**config.mk**
```make
export PLATFORM = sky130hd
export DESIGN_NAME = shift_pass_sequencer
export DESIGN_NICKNAME = d
export VERILOG_FILES = /design/src/rtl/shift_pass_sequencer.sv
export SDC_FILE = /design/constraint.sdc
export NUM_CORES = 1
export LEC_CHECK = 0
export CAP_MARGIN = 20
export CORE_AREA = 2 2 77 97
export CTS_CLUSTER_SIZE = 16
export DETAILED_ROUTE_END_ITERATION = 10
export DIE_AREA = 0 0 79 99
export GPL_TIMING_DRIVEN = 0
export MAX_ROUTING_LAYER = met4
export PLACE_DENSITY = 0.81
export SKIP_LAST_GASP = 1
export SLEW_MARGIN = 25
export SYNTH_ARGS = -nofsm -noshare
export SYNTH_HDL_FRONTEND = slang
export SYNTH_SLANG_ARGS = --single-unit
```
**constraint.sdc**
```tcl
create_clock -name clk -period 5.5 [get_ports clk]
set_input_delay 1.1 -clock clk [delete_from_list [all_inputs] [get_ports clk]]
set_output_delay 1.1 -clock clk [all_outputs]
set_load 0.01 [all_outputs]
```
**src/rtl/shift_pass_sequencer.sv**
```systemverilog
// Multi-cycle sequencer that drives an external 32-bit logical right barrel shifter in passes of up to MAX_STEP bits.
// Optional build macro SHIFT_SEQ_SATURATE_EN: amounts >= 32 resolve to zero immediately without shifter passes.
module shift_pass_sequencer #(
  parameter int AMT_W    = 8,
  parameter int MAX_STEP = 31
) (
  input  logic             clk,
  input  logic             reset,
  input  logic             req_valid,
  output logic             req_ready,
  input  logic [31:0]      req_data,
  input  logic [AMT_W-1:0] req_amt,
  output logic [31:0]      sh_in,
  output logic [4:0]       sh_load,
  input  logic [31:0]      sh_out,
  output logic             rsp_valid,
  input  logic             rsp_ready,
  output logic [31:0]      rsp_data,
  output logic [AMT_W-1:0] rsp_passes,
  output logic             busy
);

  typedef enum logic [1:0] {IDLE, SHIFT, DONE} state_t;

  localparam logic [AMT_W-1:0] MAX_STEP_W = AMT_W'(MAX_STEP);

  state_t           state;
  state_t           state_nxt;
  logic [31:0]      acc;
  logic [AMT_W-1:0] rem;
  logic [AMT_W-1:0] pcnt;
  logic [AMT_W-1:0] step;
  logic [AMT_W-1:0] rem_nxt;

  // Per-pass amount is the remaining shift clamped to what one pass may apply.
  function automatic logic [AMT_W-1:0] clamp_step(input logic [AMT_W-1:0] r);
    return (r > MAX_STEP_W) ? MAX_STEP_W : r;
  endfunction

  assign step       = clamp_step(rem);
  assign rem_nxt    = rem - step;
  assign sh_in      = acc;
  assign rsp_data   = acc;
  assign rsp_passes = pcnt;

  always_ff @(posedge clk) begin
    if (reset) state <= IDLE;
    else       state <= state_nxt;
  end

  always_comb begin
    state_nxt = state;
    req_ready = 1'b0;
    rsp_valid = 1'b0;
    busy      = 1'b1;
    sh_load   = '0;
    case (state)
      IDLE: begin
        req_ready = 1'b1;
        busy      = 1'b0;
        if (req_valid) begin
          if (req_amt == '0)
            state_nxt = DONE;
`ifdef SHIFT_SEQ_SATURATE_EN
          else if (req_amt >= AMT_W'(32))
            state_nxt = DONE;
`endif
          else
            state_nxt = SHIFT;
        end
      end
      SHIFT: begin
        sh_load = 5'(step);
        if (rem_nxt == '0) state_nxt = DONE;
      end
      DONE: begin
        rsp_valid = 1'b1;
        if (rsp_ready) state_nxt = IDLE;
      end
      default: state_nxt = IDLE;
    endcase
  end

  // Working registers: load on accept, advance once per pass, hold otherwise.
  always_ff @(posedge clk) begin
    if (reset) begin
      acc  <= '0;
      rem  <= '0;
      pcnt <= '0;
    end else begin
      case (state)
        IDLE: begin
          if (req_valid) begin
            acc  <= req_data;
            rem  <= req_amt;
            pcnt <= '0;
`ifdef SHIFT_SEQ_SATURATE_EN
            if (req_amt >= AMT_W'(32)) begin
              acc <= '0;
              rem <= '0;
            end
`endif
          end
        end
        SHIFT: begin
          acc  <= sh_out;
          rem  <= rem_nxt;
          pcnt <= pcnt + 1'b1;
        end
        default: ;
      endcase
    end
  end

endmodule

```
==> results of run 1 <==
layout by cell type (no fill, tap or decap), types with 2 or more instances in the layout:
cell type        count
clkdlybuf4s50_1    154
nand2_1             76
nor2_1              59
dfxtp_1             50
a311oi_1            36
buf_4               32
clkbuf_1            19
a21oi_1             14
o21ai_0             12
buf_2               11
clkbuf_8             6
and3_1               5
nand3_1              5
buf_6                4
nor2b_1              4
a22oi_1              4
inv_1                3
a211oi_1             3
nor3_1               3
nor4_1               3
o221ai_1             3
o211ai_1             3
or2_2                2
or2b_1               2
xnor2_1              2
a21o_1               2
ha_1                 2
flip-flops by register name, indices dropped and copies added, names as in the netlist:
register / cells
state: 2
rem: 8
rsp_passes: 8
rsp_data: 32
tightest hold or removal path: cells and delay by family, from the launching register on:
kind / cells / cell delay (ns)
and+or+nand+nor: 1 / 0.10
AOI/OAI and AO/OA: 1 / 0.05
DFF: 1 / 0.34
routing by layer:
layer / vias to the layer above / GRT usage [%] / wire length, um
met2: 130 / 46.02 / 5090
li1: 1601 / - / -
met5: - / - / 0
met1: 1517 / 28.48 / 3839
met4: 0 / 5.836 / 151
met3: 12 / 3.388 / 528
cell type report:
class	instances	area (um2)
plain buffers	66	411.6
repair buffers	154	1541
flip-flops and latches	50	1001
clock buffers	6	82.58
multi-input cells	257	1401
well taps	90	112.6
inverters	3	11.26
fillers	629	2291
clock inverters	2	38.79
cell families after synthesis:
group,synth area share (%)
AO/OA/AOI/OAI,21.88
XOR/XNOR,0.9302
adder cells (fa/ha/maj),0.8856
buffers and inverters,14.97
flip-flops,35.43
multiplexers,0.3986
AND/OR/NAND/NOR,25.51
path summary, 6_finish.rpt:
kind,to,slack [ns],cells past startpoint
setup / recovery,sh_load[1],2.29,6
hold / removal,rsp_data[10],0.52,2
setup reg to reg,state[1],2.97,11
hold reg to reg,rsp_data[10],0.52,2
stage by stage:
step	power, mW	area, um2	hold WS (ns)
3_5_place_dp	1.093	4479	0.4991
3_3_place_gp	1.076	4479	0.4957
4_1_cts	1.373	4601	0.5209
5_1_grt	1.450	4601	0.5459
2_1_floorplan	0.7952	2825	0.4845
6_report	1.365	4601	0.5199
power groups by stage:
stage	Clock, mW	Sequential, mW	Combinational [mW]
6_report	0.281	0.456	0.627
5_1_grt	0.302	0.465	0.684
4_1_cts	0.286	0.457	0.630
3_5_place_dp	0	0.465	0.627
3_3_place_gp	0	0.462	0.614
2_1_floorplan	0	0.473	0.323
==> results.md, run 1 <==
- Yosys reg bits: 50
- Setup violations, final: 0
- Core ar.: 0.006892 mm2
- Power share of the combinational group: 46.0%
- Worst path max stage delay: 0.48 ns
- CTS Root Cell: clkbuf_8
- Starting Density: 40.99%
- Clock transition at path regs: ~0.10 ns
- Cts-stage hold buffer count: 0
- Number of buffers created by CTS: 5
- Largest net degree at the start of global routing: 17
- Synth top area share: 35.43%
- Switching portion of total power: between 30% and 40%
- Postcts setup bufs: 0
- First-pass GRT wire length: 15490 um
- WP data arrival: ~2.1 ns
- Drt wl/cell: around 15 um
- CP top delay family: buffers and inverters
- Syn nets: 454
- CP most frequent cell: buf_2
- Crit path from: state[1]
- Final HPWL DP: 7414 um
- Crit path cell chain: clkbuf_1 -> nand2b_1 -> buf_2 -> buf_2 -> nor2_1 -> clkdlybuf4s50_1
- GRT Resource Usage Total: 25.06%
- Finished Core Util: between 60% and 70%
- Synthesis-to-layout area growth: 62.84%
- Clock share of power: 20.6%
- Drt total wl: slightly below 10000 um
- Layout cells sized above 1: 11.34%
- Buffers on Ports: 154
- ANT cells: 0
- CTS tree: done
- Routability cong.: about 0.88
- Synth unique cells: 42
- Setup WS pre-CTS: about 2.6 ns
- CP max-delay cell: clkdlybuf4s50_1
- Worst skew pair latency: 0.31 ns
- Io pins: approximately 160
- Via Count: 3260
- Non-Filler Instances: roughly 630
- Post-cts gate resize count: 0
- CTS Sinks: 50
- Maximum clock path buffer count: 2
- Worst-margin pin slew: 0.7365 ns
- Overflow after GRT: 0
- Critical Path Source Type: flip-flop
- Worst hold start: rsp_data[10]
- Warnings from Yosys: 0
- Part of the cycle the worst path needs: 58.30%
- Dominant synthesized flop cell: dfxtp_1
- Leading cell type by number of instances after synthesis: nand2_1
- Initial antenna violation count: 0
- Hold Crit Class: flip-flop to flip-flop
- Max_cap viols: 0
- Worst r2r src: rem[6]
- DP Cell Count: 620
- Vias/cell: about 5.2
- Mapped cell area: between 0.002 and 0.003 mm2
- Status: complete, no violations
- Seq pwr share: 33.4%
- EDFF count, synth: 0
- Share of async-settable or async-resettable flops after synthesis: 0%
- RSZ-0062 raised after global routing: false
- Leak pwr: 1.828 nW
- Vias in the first global route: 3174
- Pins Over Slew Limit: 0
- Drc violations: 0
- Setup TNS: 0 ns
- Initial DRC Count: 134
- Slew HR: 50.52%
- Post-synth top cells: nand2_1 (76), nor2_1 (59), dfxtp_1 (50)
- Mean Syn Cell Area: approximately 7.5 um2
- Initial DRT Pass Iterations: 5
- Min Tclk post-route: 3.207 ns
- Critical setup path kind: flip-flop to output pin
- Post-synthesis sequential area ratio: between 30% and 40%
- Cells after synthesis: approximately 380
- Die Height: 99 um
- CP endpoint kind: output pin
- Clock Skew: 0.01044 ns
- Power density over the cells: just under 300 mW/mm2
- Worst path bufs/invs: 4
- Peak supply drop: between 150 and 200 uV
- CP required: 4.40 ns
- Final setup margin: 2.293 ns
- Final hold viol count: 0
- Routed Antenna Nets: 0
- Die X-Extent: 79 um
- Top cells by area, synth: dfxtp_1 (35%), a311oi_1 (11%), nand2_1 (10%), buf_4 (8.5%), nor2_1 (7.8%)
- H-tree levels: 2
- Die area: 0.007821 mm2
- Cell taking the most area after synthesis: dfxtp_1
- Crit Path Max Fanout: 10
- Switching power: between 0.4 and 0.5 mW
- Internal: 0.9037 mW
- Fmax: 0.3118 GHz
- Rows: 34
- Layout Nets: 615
Note: power is estimated with default switching activity, not from simulation.
==> run 2: changes to the inputs <==
CORE_AREA = 2 2 84 106   (was 2 2 77 97)
DIE_AREA = 0 0 86 108   (was 0 0 79 99)
PLACE_DENSITY = 0.72   (was 0.81)
clock period = 2.6 ns   (was 5.5 ns; I/O delays follow)
==> results.md, run 2 (synthesis results as in run 1) <==
- Status: complete, no violations
- Number of buffers created by CTS: 5
- WP data arrival: 2.78 ns
- Power density over the cells: 608.7 mW/mm2
- Critical Path Source Type: flip-flop
- Non-Filler Instances: 634
- Die Height: 108 um
- Switching portion of total power: 35.13%
- Drt wl/cell: 15.59 um
- Routed Antenna Nets: 0
- Multi-input logic area: 0.001408 mm2
- Core ar.: 0.008194 mm2
- GRT Resource Usage Total: 21.10%
- Vias/cell: 5.158
- ANT cells: 0
- Leak pwr: around 1.8 nW
- Switching power: 0.9814 mW
- Pins Over Slew Limit: 0
- Vias in the first global route: ~3200
- Die area: 0.009288 mm2
- Layout Nets: 614
- Starting Density: 34.48%
- Peak supply drop: 240.4 uV
- Initial DRT Pass Iterations: 4
- Highest routed layer: met4
- Part of the cycle the worst path needs: between 90% and 100%
- Largest net degree at the start of global routing: 16
- Postcts setup bufs: 0
- CTS Sinks: 50
- Io pins: about 160
- Worst r2r src: rem[6]
- Final HPWL DP: roughly 7400 um
- Routed wl met3: 536 um
- Rows: 37
- DR WL met2: 4986 um
- Wl on met1: 4256 um
- Max_cap viols: 0
- Worst-margin pin slew: 0.6288 ns
- Worst hold start: rsp_passes[7]
- Initial DRC Count: 108
- Fmax: 0.3962 GHz
- Seq pwr share: about 35%
- Commonest non-fill, non-tap cells in the layout: clkdlybuf4s50_1 (154), nand2_1 (76), nor2_1 (59)
- Drt total wl: approximately 10000 um
- Overflow after GRT: 0
- Cts-stage hold buffer count: 0
- First-pass GRT wire length: 15480 um
- Commonest non-fill, non-tap cell in the layout: clkdlybuf4s50_1
- Clock Skew: 0.004487 ns
- Worst skew pair latency: 0.31 ns
- H-tree levels: 2
- Critical setup path kind: flip-flop to flip-flop
- Finished Core Util: 56.01%
- Hold Crit Class: flip-flop to flip-flop
- Seq. cell area: 0.001002 mm2
- Power share of the combinational group: between 40% and 50%
- Routability cong.: 0.8879
- Crit Path Max Fanout: 9
- Layout cells sized above 1: around an eighth
- DP Cell Count: 627
- Initial antenna violation count: 0
- Crit path from: rem[6]
- Synthesis-to-layout area growth: 62.44%
- Via Count: 3270
- Clock share of power: ~18%
- Min Tclk post-route: 2.524 ns
- Die X-Extent: 86 um
- Maximum clock path buffer count: 2
- Max reg flops: 32
- Slew HR: 57.76%
- CTS tree: done
- Setup violations, final: 0
- CP required: 2.85 ns
- CP endpoint kind: flip-flop
- Clock transition at path regs: 0.10 ns
- Internal: 1.812 mW
- Final hold viol count: 0
- Buffers on Ports: 154
- Drc violations: 0
- CTS Root Cell: clkbuf_8
- Fill count: 746
==> run 2: cell types whose count changed in the layout (fill, tap and decap cells not counted), sizes merged <==
cell / before / now
bufinv: 1 / 0
buf: 47 / 46
clkinvlp: 0 / 1
inv: 4 / 3
clkinv: 0 / 1
==> run 2: power groups by stage <==
stage | sequential (mW) | clock (mW) | combinational [mW]
2_1_floorplan | 1.00 | 0 | 0.682
3_3_place_gp | 0.974 | 0 | 1.31
3_5_place_dp | 0.981 | 0 | 1.33
4_1_cts | 0.965 | 0.502 | 1.34
5_1_grt | 0.984 | 0.535 | 1.46
6_report | 0.966 | 0.489 | 1.34
==> run 2: layout make-up <==
cell class | count | area share [%]
plain buffers | 65 | 8.942
clock buffers | 6 | 1.799
clock inverters | 2 | 0.2726
inverters | 3 | 0.2454
multi-input cells | 257 | 30.67
flip-flops and latches | 50 | 21.84
well taps | 97 | 2.644
repair buffers | 154 | 33.59
==> run 2: timing repair <==
action                                  in CTS  in global routing
pin swaps                                    0                  1
gates cloned                                 0                  0
resized for setup                            0                  5
endpoints found under the setup margin       5                  6
==> run 2: routing by layer <==
| layer | vias to the layer above | track usage [%] |
|---|---|---|
| li1 | 1603 | - |
| met1 | 1531 | 25.68 |
| met2 | 128 | 36.05 |
| met3 | 8 | 3.511 |
| met4 | 0 | 5.556 |
| met5 | - | - |
==> run 2: worst paths after layout <==
check,to,slack (ns),cells after the start
setup / recovery,state[1],0.08,11
hold / removal,rsp_passes[7],0.50,1
setup reg to reg,state[1],0.08,11
hold reg to reg,rsp_passes[7],0.50,1
==> run 2: worst max-delay path, stage by stage (launching register included) <==
cell and delay [ns]:
dfxtp_1 0.32, buf_6 0.12, or3_4 0.36, buf_6 0.14
or2b_1 0.17, ha_1 0.14, clkbuf_4 0.18, nand4_1 0.13
nor3_1 0.17, o21ai_1 0.14, a2111oi_2 0.41, a21o_1 0.18
==> run 2: stage by stage <==
| stage | power (mW) | hold WS [ns] | worst slack (ns) | instance area [um2] | TNS, ns |
|---|---|---|---|---|---|
| after CTS | 2.802 | 0.4974 | 0.03572 | 4579 | 0 |
| after detailed placement | 2.314 | 0.4839 | 0.1010 | 4488 | 0 |
| after floorplan | 1.682 | 0.4845 | 0.3833 | 2825 | 0 |
| after global placement | 2.287 | 0.4728 | 0.2257 | 4488 | 0 |
| final | 2.793 | 0.5049 | 0.07616 | 4589 | 0 |
| after global routing | 2.975 | 0.5262 | -0.02025 | 4589 | -0.02025 |
==> run 3: changes to the inputs <==
CTS_CLUSTER_DIAMETER = 150   (was unset)
TNS_END_PERCENT = 50   (was unset)
==> results of run 3 <==
No change in the layout: final DEF, timing and power equal those of run 2.
